### src/rtl/prbs31_burst_sched_if.sv
// Command/status bundle between the user command pins, the burst scheduler and the
// PRBS31 generator strobes.
interface prbs31_burst_sched_if #(
    parameter int unsigned LEN_W = 16,
    parameter int unsigned CNT_W = 8
);
    logic             start;
    logic             stop;
    logic [LEN_W-1:0] burst_len;
    logic [LEN_W-1:0] gap_len;
    logic [CNT_W-1:0] num_bursts;
    logic             reseed;
    logic             out_ready;

    logic             gen_load;
    logic             gen_en;
    logic             busy;
    logic             burst_active;
    logic             done;
    logic             aborted;
    logic [LEN_W-1:0] beats_left;
    logic [CNT_W-1:0] bursts_left;

    modport master (
        output start, stop, burst_len, gap_len, num_bursts, reseed, out_ready,
        input  gen_load, gen_en, busy, burst_active, done, aborted, beats_left, bursts_left
    );

    modport slave (
        input  start, stop, burst_len, gap_len, num_bursts, reseed, out_ready,
        output gen_load, gen_en, busy, burst_active, done, aborted, beats_left, bursts_left
    );
endinterface

### src/rtl/prbs31_burst_sched.sv
// Burst scheduler for the PRBS31 generator: seed load, timed bursts of gen_en beats,
// idle gaps between bursts, back-pressure from out_ready and abort via stop.
module prbs31_burst_sched #(
    parameter int unsigned LEN_W = 16,
    parameter int unsigned CNT_W = 8
) (
    input logic                 clk,
    input logic                 rst,
    prbs31_burst_sched_if.slave bus
);

    localparam logic [2:0] StIdle  = 3'd0;
    localparam logic [2:0] StLoad  = 3'd1;
    localparam logic [2:0] StBurst = 3'd2;
    localparam logic [2:0] StGap   = 3'd3;
    localparam logic [2:0] StDone  = 3'd4;

    localparam logic [LEN_W-1:0] LenOne = LEN_W'(1);
    localparam logic [CNT_W-1:0] CntOne = CNT_W'(1);

    logic [2:0]       state_q, state_d;
    logic [LEN_W-1:0] burst_len_q, burst_len_d;
    logic [LEN_W-1:0] gap_len_q, gap_len_d;
    logic             reseed_q, reseed_d;
    logic [LEN_W-1:0] beats_q, beats_d;
    logic [CNT_W-1:0] bursts_q, bursts_d;
    logic [LEN_W-1:0] gap_q, gap_d;
    logic             aborted_q, aborted_d;

    logic running;
    logic beat_fire;

    assign running   = (state_q == StLoad) || (state_q == StBurst) || (state_q == StGap);
    // stop masks the beat in the same cycle so no bit escapes on the abort edge
    assign beat_fire = (state_q == StBurst) && bus.out_ready && !bus.stop;

    always_comb begin
        state_d     = state_q;
        burst_len_d = burst_len_q;
        gap_len_d   = gap_len_q;
        reseed_d    = reseed_q;
        beats_d     = beats_q;
        bursts_d    = bursts_q;
        gap_d       = gap_q;
        aborted_d   = 1'b0;

        case (state_q)
            StIdle: begin
                if (bus.start) begin
                    burst_len_d = bus.burst_len;
                    gap_len_d   = bus.gap_len;
                    reseed_d    = bus.reseed;
                    if ((bus.burst_len == '0) || (bus.num_bursts == '0)) begin
                        state_d = StDone;
                    end else begin
                        state_d  = StLoad;
                        beats_d  = bus.burst_len;
                        bursts_d = bus.num_bursts;
                    end
                end
            end

            StLoad: begin
                state_d = StBurst;
                beats_d = burst_len_q;
            end

            StBurst: begin
                if (beat_fire) begin
                    if (beats_q == LenOne) begin
                        if (bursts_q == CntOne) begin
                            state_d  = StDone;
                            beats_d  = '0;
                            bursts_d = '0;
                        end else begin
                            bursts_d = bursts_q - CntOne;
                            if (gap_len_q != '0) begin
                                state_d = StGap;
                                gap_d   = gap_len_q;
                                beats_d = '0;
                            end else if (reseed_q) begin
                                state_d = StLoad;
                                beats_d = burst_len_q;
                            end else begin
                                // back-to-back burst: generator keeps running, no idle cycle
                                beats_d = burst_len_q;
                            end
                        end
                    end else begin
                        beats_d = beats_q - LenOne;
                    end
                end
            end

            StGap: begin
                if (gap_q == LenOne) begin
                    gap_d   = '0;
                    beats_d = burst_len_q;
                    state_d = reseed_q ? StLoad : StBurst;
                end else begin
                    gap_d = gap_q - LenOne;
                end
            end

            StDone: begin
                state_d = StIdle;
            end

            default: begin
                state_d  = StIdle;
                beats_d  = '0;
                bursts_d = '0;
                gap_d    = '0;
            end
        endcase

        if (running && bus.stop) begin
            state_d   = StDone;
            aborted_d = 1'b1;
            beats_d   = '0;
            bursts_d  = '0;
            gap_d     = '0;
        end
    end

    always_ff @(posedge clk) begin
        if (rst) begin
            state_q     <= StIdle;
            burst_len_q <= '0;
            gap_len_q   <= '0;
            reseed_q    <= 1'b0;
            beats_q     <= '0;
            bursts_q    <= '0;
            gap_q       <= '0;
            aborted_q   <= 1'b0;
        end else begin
            state_q     <= state_d;
            burst_len_q <= burst_len_d;
            gap_len_q   <= gap_len_d;
            reseed_q    <= reseed_d;
            beats_q     <= beats_d;
            bursts_q    <= bursts_d;
            gap_q       <= gap_d;
            aborted_q   <= aborted_d;
        end
    end

    // aborted_q is only ever set on entry to DONE, which lasts one cycle
    assign bus.gen_load     = (state_q == StLoad);
    assign bus.gen_en       = beat_fire;
    assign bus.busy         = (state_q != StIdle);
    assign bus.burst_active = (state_q == StBurst);
    assign bus.done         = (state_q == StDone);
    assign bus.aborted      = aborted_q;
    assign bus.beats_left   = beats_q;
    assign bus.bursts_left  = bursts_q;

endmodule
### src/flat_wrapper.sv
// flat-port wrapper written by rule: the top's interface ports become plain ports
module prbs31_burst_sched_flat 
#(
    parameter int unsigned LEN_W = 16,
    parameter int unsigned CNT_W = 8
)
  (clk, rst, bus_start, bus_stop, bus_burst_len, bus_gap_len, bus_num_bursts, bus_reseed, bus_out_ready, bus_gen_load, bus_gen_en, bus_busy, bus_burst_active, bus_done, bus_aborted, bus_beats_left, bus_bursts_left);
  prbs31_burst_sched_if #(.LEN_W(LEN_W), .CNT_W(CNT_W)) bus_i ();
  input logic clk;
  input logic rst;
  input wire logic [$bits(bus_i.start)-1:0] bus_start;
  input wire logic [$bits(bus_i.stop)-1:0] bus_stop;
  input wire logic [$bits(bus_i.burst_len)-1:0] bus_burst_len;
  input wire logic [$bits(bus_i.gap_len)-1:0] bus_gap_len;
  input wire logic [$bits(bus_i.num_bursts)-1:0] bus_num_bursts;
  input wire logic [$bits(bus_i.reseed)-1:0] bus_reseed;
  input wire logic [$bits(bus_i.out_ready)-1:0] bus_out_ready;
  output wire logic [$bits(bus_i.gen_load)-1:0] bus_gen_load;
  output wire logic [$bits(bus_i.gen_en)-1:0] bus_gen_en;
  output wire logic [$bits(bus_i.busy)-1:0] bus_busy;
  output wire logic [$bits(bus_i.burst_active)-1:0] bus_burst_active;
  output wire logic [$bits(bus_i.done)-1:0] bus_done;
  output wire logic [$bits(bus_i.aborted)-1:0] bus_aborted;
  output wire logic [$bits(bus_i.beats_left)-1:0] bus_beats_left;
  output wire logic [$bits(bus_i.bursts_left)-1:0] bus_bursts_left;
  assign bus_i.start = bus_start;
  assign bus_i.stop = bus_stop;
  assign bus_i.burst_len = bus_burst_len;
  assign bus_i.gap_len = bus_gap_len;
  assign bus_i.num_bursts = bus_num_bursts;
  assign bus_i.reseed = bus_reseed;
  assign bus_i.out_ready = bus_out_ready;
  assign bus_gen_load = bus_i.gen_load;
  assign bus_gen_en = bus_i.gen_en;
  assign bus_busy = bus_i.busy;
  assign bus_burst_active = bus_i.burst_active;
  assign bus_done = bus_i.done;
  assign bus_aborted = bus_i.aborted;
  assign bus_beats_left = bus_i.beats_left;
  assign bus_bursts_left = bus_i.bursts_left;
  prbs31_burst_sched #(.LEN_W(LEN_W), .CNT_W(CNT_W)) u_core (.clk(clk), .rst(rst), .bus(bus_i));
endmodule
### config.mk
export PLATFORM = sky130hd
export DESIGN_NAME = prbs31_burst_sched_flat
export DESIGN_NICKNAME = d
export VERILOG_FILES = /design/src/rtl/prbs31_burst_sched_if.sv /design/src/rtl/prbs31_burst_sched.sv /design/src/flat_wrapper.sv
export SDC_FILE = /design/constraint.sdc
export NUM_CORES = 1
export LEC_CHECK = 0
export CAP_MARGIN = 5
export CORE_AREA = 2 2 93 95
export CTS_BUF_LIST = sky130_fd_sc_hd__clkbuf_4
export CTS_CLUSTER_SIZE = 8
export DETAILED_ROUTE_END_ITERATION = 10
export DIE_AREA = 0 0 95 97
export HOLD_SLACK_MARGIN = 0.08
export MAX_ROUTING_LAYER = met4
export PLACE_DENSITY = 0.81
export SYNTH_ARGS = -nofsm -noshare
export SYNTH_HDL_FRONTEND = slang
export SYNTH_SLANG_ARGS = --single-unit
### constraint.sdc
create_clock -name clk -period 3.5 [get_ports clk]
set_input_delay 0.35 -clock clk [delete_from_list [all_inputs] [get_ports clk]]
set_output_delay 0.35 -clock clk [all_outputs]
set_load 0.01 [all_outputs]
==> qor.txt, run 1 <==
==================================================================================================
Count of cells resized by post-cts repair                                                        0
Kind of cell with the highest combined delay on the critical path                     simple AND/OR/NAND/NOR gates
Half-perimeter wire length after detailed placement                                        9.90 mm
Sequential-to-total area share from yosys stat                                               35.2%
IO Count                                                                                        76
Worst Setup Path Type                                                                 flop to flop
Vert. Die Dim                                                                                97 um
CTS root buf                                                                              clkbuf_4
Final-layout worst hold slack                                                               461 ps
Area of all sequential standard cells                                                   1540 sq um
Via count of the first global-routing pass                                                    4445
Per-instance average area after synthesis                                               7.52 sq um
Number of cell rows                                                                             33
Peak supply drop                                                                            598 uV
Class of the most critical hold timing path                                           input port to flop
Largest clock skew in the final design                                                     19.9 ps
Buffer and inverter count on the worst path                                                      1
Library cell with the largest summed area after synthesis                                  dfxtp_1
Leak pwr                                                                                   2.05 nW
Netlist cell types                                                                              59
Die area                                                                                9220 sq um
Worst setup startpoint                                                                u_core.bus.beats_left[1]$_SDFFE_PP0P_
Number of buffers inserted during clock tree synthesis                                           9
CP Cell Sequence                                                                      inv_1, ha_1, or4b_1, or4_1, nand2_8, and4_1, o21ai_1, a32o_1
Number of instances in the synthesized netlist                                                 583
Final Max Tran Viols                                                                             0
Clock tree from TritonCTS                                                                    built
Synthesis warning total                                                                          0
Transition time of the tightest slew-check pin                                              837 ps
Routed via count                                                                              4733
Setup repair after global routing missed its margin                                             no
Leading cell types by total area after synthesis                                      dfxtp_1 (35%), nand2_1 (9.0%), a21oi_1 (7.3%)
Worst setup EP type                                                                           flop
First-pass GRT wire length                                                                 22.2 mm
Weighted congestion at the end of routability-driven global placement                        0.954
Max-Slew Margin vs Limit                                                                     44.0%
Worst reg2reg path endpoint                                                           u_core.bus.bursts_left[5]$_SDFFE_PP0P_
Overall power after layout                                                                 4.88 mW
Final Hold Viols                                                                                 0
Worst R2R Path Depth                                                                             8
Filler Cell Count                                                                              742
Combined global-route utilization of all metal layers                                        31.3%
Critical path required time                                                                3830 ps
Footprint of the multi-input gates                                                      2630 sq um
Starting density of the core                                                                 53.9%
Hold buffers post-CTS                                                                            0
Total number of nets in the final design                                                       701
Pre-Repair DR Iteration Count                                                                    6
Most frequently used flop master after synthesis                                           dfxtp_1
FF-to-FF setup slack                                                                        400 ps
Synthesis-to-finish area growth                                                              23.3%
Antenna-violating nets left                                                                      0
Final cycle utilization of the critical path                                                 88.6%
Final global-route overflow total                                                                0
Highest Clock Rate                                                                         323 MHz
Most common cell after layout, fill and taps aside                                         nand2_1
Number of enable flip-flop cells after synthesis                                                 0
Number of clock sinks seen by CTS                                                               77
Number of antenna violations at the first check in global routing                                0
Fraction of layout instances using a drive strength above 1                                  6.73%
DIE WIDTH                                                                                    95 um
Number of register bits inferred by synthesis                                                   77
Iteration-0 DRC count of the detailed router                                                   350
Source-to-sink clock delay at the later pin of the worst-skew pair                          420 ps
Number of buffers inserted by post-CTS setup repair                                              0
Fraction of synthesis flops using an asynchronous set or reset pin                              0%
Antenna diodes                                                                                   0
Critical path endpoint                                                                u_core.bus.bursts_left[5]$_SDFFE_PP0P_
DR WL/cell                                                                                 18.2 um
Max-cap violations                                                                               0
Clock transition time at the flip-flop clock pins of the worst setup and hold paths         140 ps
Highest-delay cell along the critical path                                                   or4_1
Crit. path cell count                                                                            8
Post-synth top area share                                                                    35.2%
Outcome                                                                               finished, final reports clean
Syn nets                                                                                       635
Count of endpoints failing setup in the final report                                             0
CP Data Arrival Time                                                                       3430 ps
Depth of the CTS H-tree                                                                          3
Port Buffer Count                                                                               75
Slowest Stage Delay on Critical Path                                                        660 ps
Critical path startpoint category                                                             flop
Netlist area before placement                                                           4380 sq um
DRC violation count after routing                                                                0
Commonest cells after routing, fill and taps aside                                    nand2_1 (105), dfxtp_1 (77), clkdlybuf4s50_1 (75), a21oi_1 (64), nor2_1 (38)
Total negative slack                                                                          0 ps
DR vias/cell                                                                                  6.24
Cell Pwr Density                                                                       903 nW/um^2
Min cycle time layout                                                                      3100 ps
Worst r2r src                                                                         u_core.bus.beats_left[1]$_SDFFE_PP0P_
Clock Path Buffers                                                                               2
Total detailed-routing wirelength                                                          13.8 mm
Crit path max fanout                                                                            16
Pin count of the biggest net entering global routing                                            37
Area of the core                                                                        8130 sq um
==================================================================================================
cell families (layout without fill, tap and decap cells):
family | count (synthesis) | count (layout) | share of synthesized area [%]
and+or+nand+nor | 252 | 252 | 28.7
buffers and inverters | 51 | 122 | 4.85
muxes | 3 | 3 | 0.685
xor gates and xnor gates | 16 | 16 | 3.20
adders and majority gates | 6 | 6 | 1.71
DFF | 77 | 77 | 35.2
AOI/OAI and AO/OA | 178 | 178 | 25.6
worst min-delay path, delay by kind of cell:
family | cells | cell delay (ps)
compound gates | 1 | 50
buf+inv | 1 | 390
simple gates | 1 | 60
power breakdown:
group	switching [mW]	total (mW)	leakage, nW	internal (mW)
clock	0.330	0.638	0.0837	0.309
sequential	0.281	1.36	0.629	1.08
combinational	1.74	2.88	1.34	1.14
total	2.35	4.88	2.05	2.53
per-stage QoR:
stage | cells | setup slack (ps) | util [%] | instance area [sq um]
after floorplan | 583 | 947 | - | 4380
after global placement | 743 | 502 | 64.4 | 5240
after detailed placement | 743 | 433 | 64.4 | 5240
after CTS | 759 | 412 | 66.4 | 5400
after global routing | 759 | 243 | 66.4 | 5400
final | 759 | 401 | 66.4 | 5400
synthesized netlist by cell type (5+ instances only):
cell type / number
nand2b_1: 8
inv_1: 13
nor3b_1: 6
o21ai_1: 12
nor2_1: 38
nand3_1: 10
or3_1: 5
dfxtp_1: 77
o31ai_1: 7
a32o_1: 6
clkbuf_1: 27
and2_1: 6
o211ai_1: 7
buf_2: 5
xor2_1: 9
ha_1: 6
a21oi_1: 64
and3_1: 5
nor2b_1: 7
nor4_1: 21
a22oi_1: 16
nand2_1: 105
nor3_1: 14
a31oi_1: 5
xnor2_1: 7
o21ai_0: 30
a221oi_1: 7
or4_1: 10
how the worst min path moves through the flow:
stage	cells past startpoint	endpoint	startpoint
2_1_floorplan	2	u_core.burst_len_q[0]$_SDFFE_PP0P_	u_core.burst_len_q[0]$_SDFFE_PP0P_
3_3_place_gp	2	u_core.burst_len_q[2]$_SDFFE_PP0P_	u_core.burst_len_q[2]$_SDFFE_PP0P_
3_5_place_dp	2	u_core.burst_len_q[1]$_SDFFE_PP0P_	u_core.burst_len_q[1]$_SDFFE_PP0P_
4_1_cts	3	u_core.gap_len_q[10]$_SDFFE_PP0P_	bus_gap_len[10]
5_1_grt	3	u_core.gap_len_q[2]$_SDFFE_PP0P_	bus_gap_len[2]
6_report	3	u_core.gap_len_q[9]$_SDFFE_PP0P_	bus_gap_len[9]
state kept, by name, summed over array words and instances (netlist names):
signal and flops:
u_core.state_q 3, u_core.bus.aborted 1, u_core.reseed_q 1, u_core.gap_len_q 16
u_core.bus.beats_left 16, u_core.bus.bursts_left 8, u_core.burst_len_q 16, u_core.gap_q 16
layout make-up:
cell class	instances	share of cell area (%)
Clock buffer	11	1.53
Clock inverter	5	1.55
Inverter	14	0.972
Multi-Input combinational cell	455	48.7
Sequential cell	77	28.5
Tap cell	105	2.43
Timing Repair Buffer	92	16.3
layer usage:
| layer | part of all wire [%] | up-vias | track usage, % |
|---|---|---|---|
| met5 | 0 | - | - |
| met4 | 2.6 | 0 | 10.7 |
| met3 | 7.5 | 33 | 5.37 |
| met2 | 49 | 196 | 50.7 |
| met1 | 41 | 2243 | 39.3 |
| li1 | - | 2261 | - |
Note: power is estimated with default switching activity, not from simulation.
==> run 2, diff against run 1 <==
- ABC_CLOCK_PERIOD_IN_PS: default -> 3500
==> results of run 2 <==
No change in the layout: final DEF, timing and power equal those of run 1.
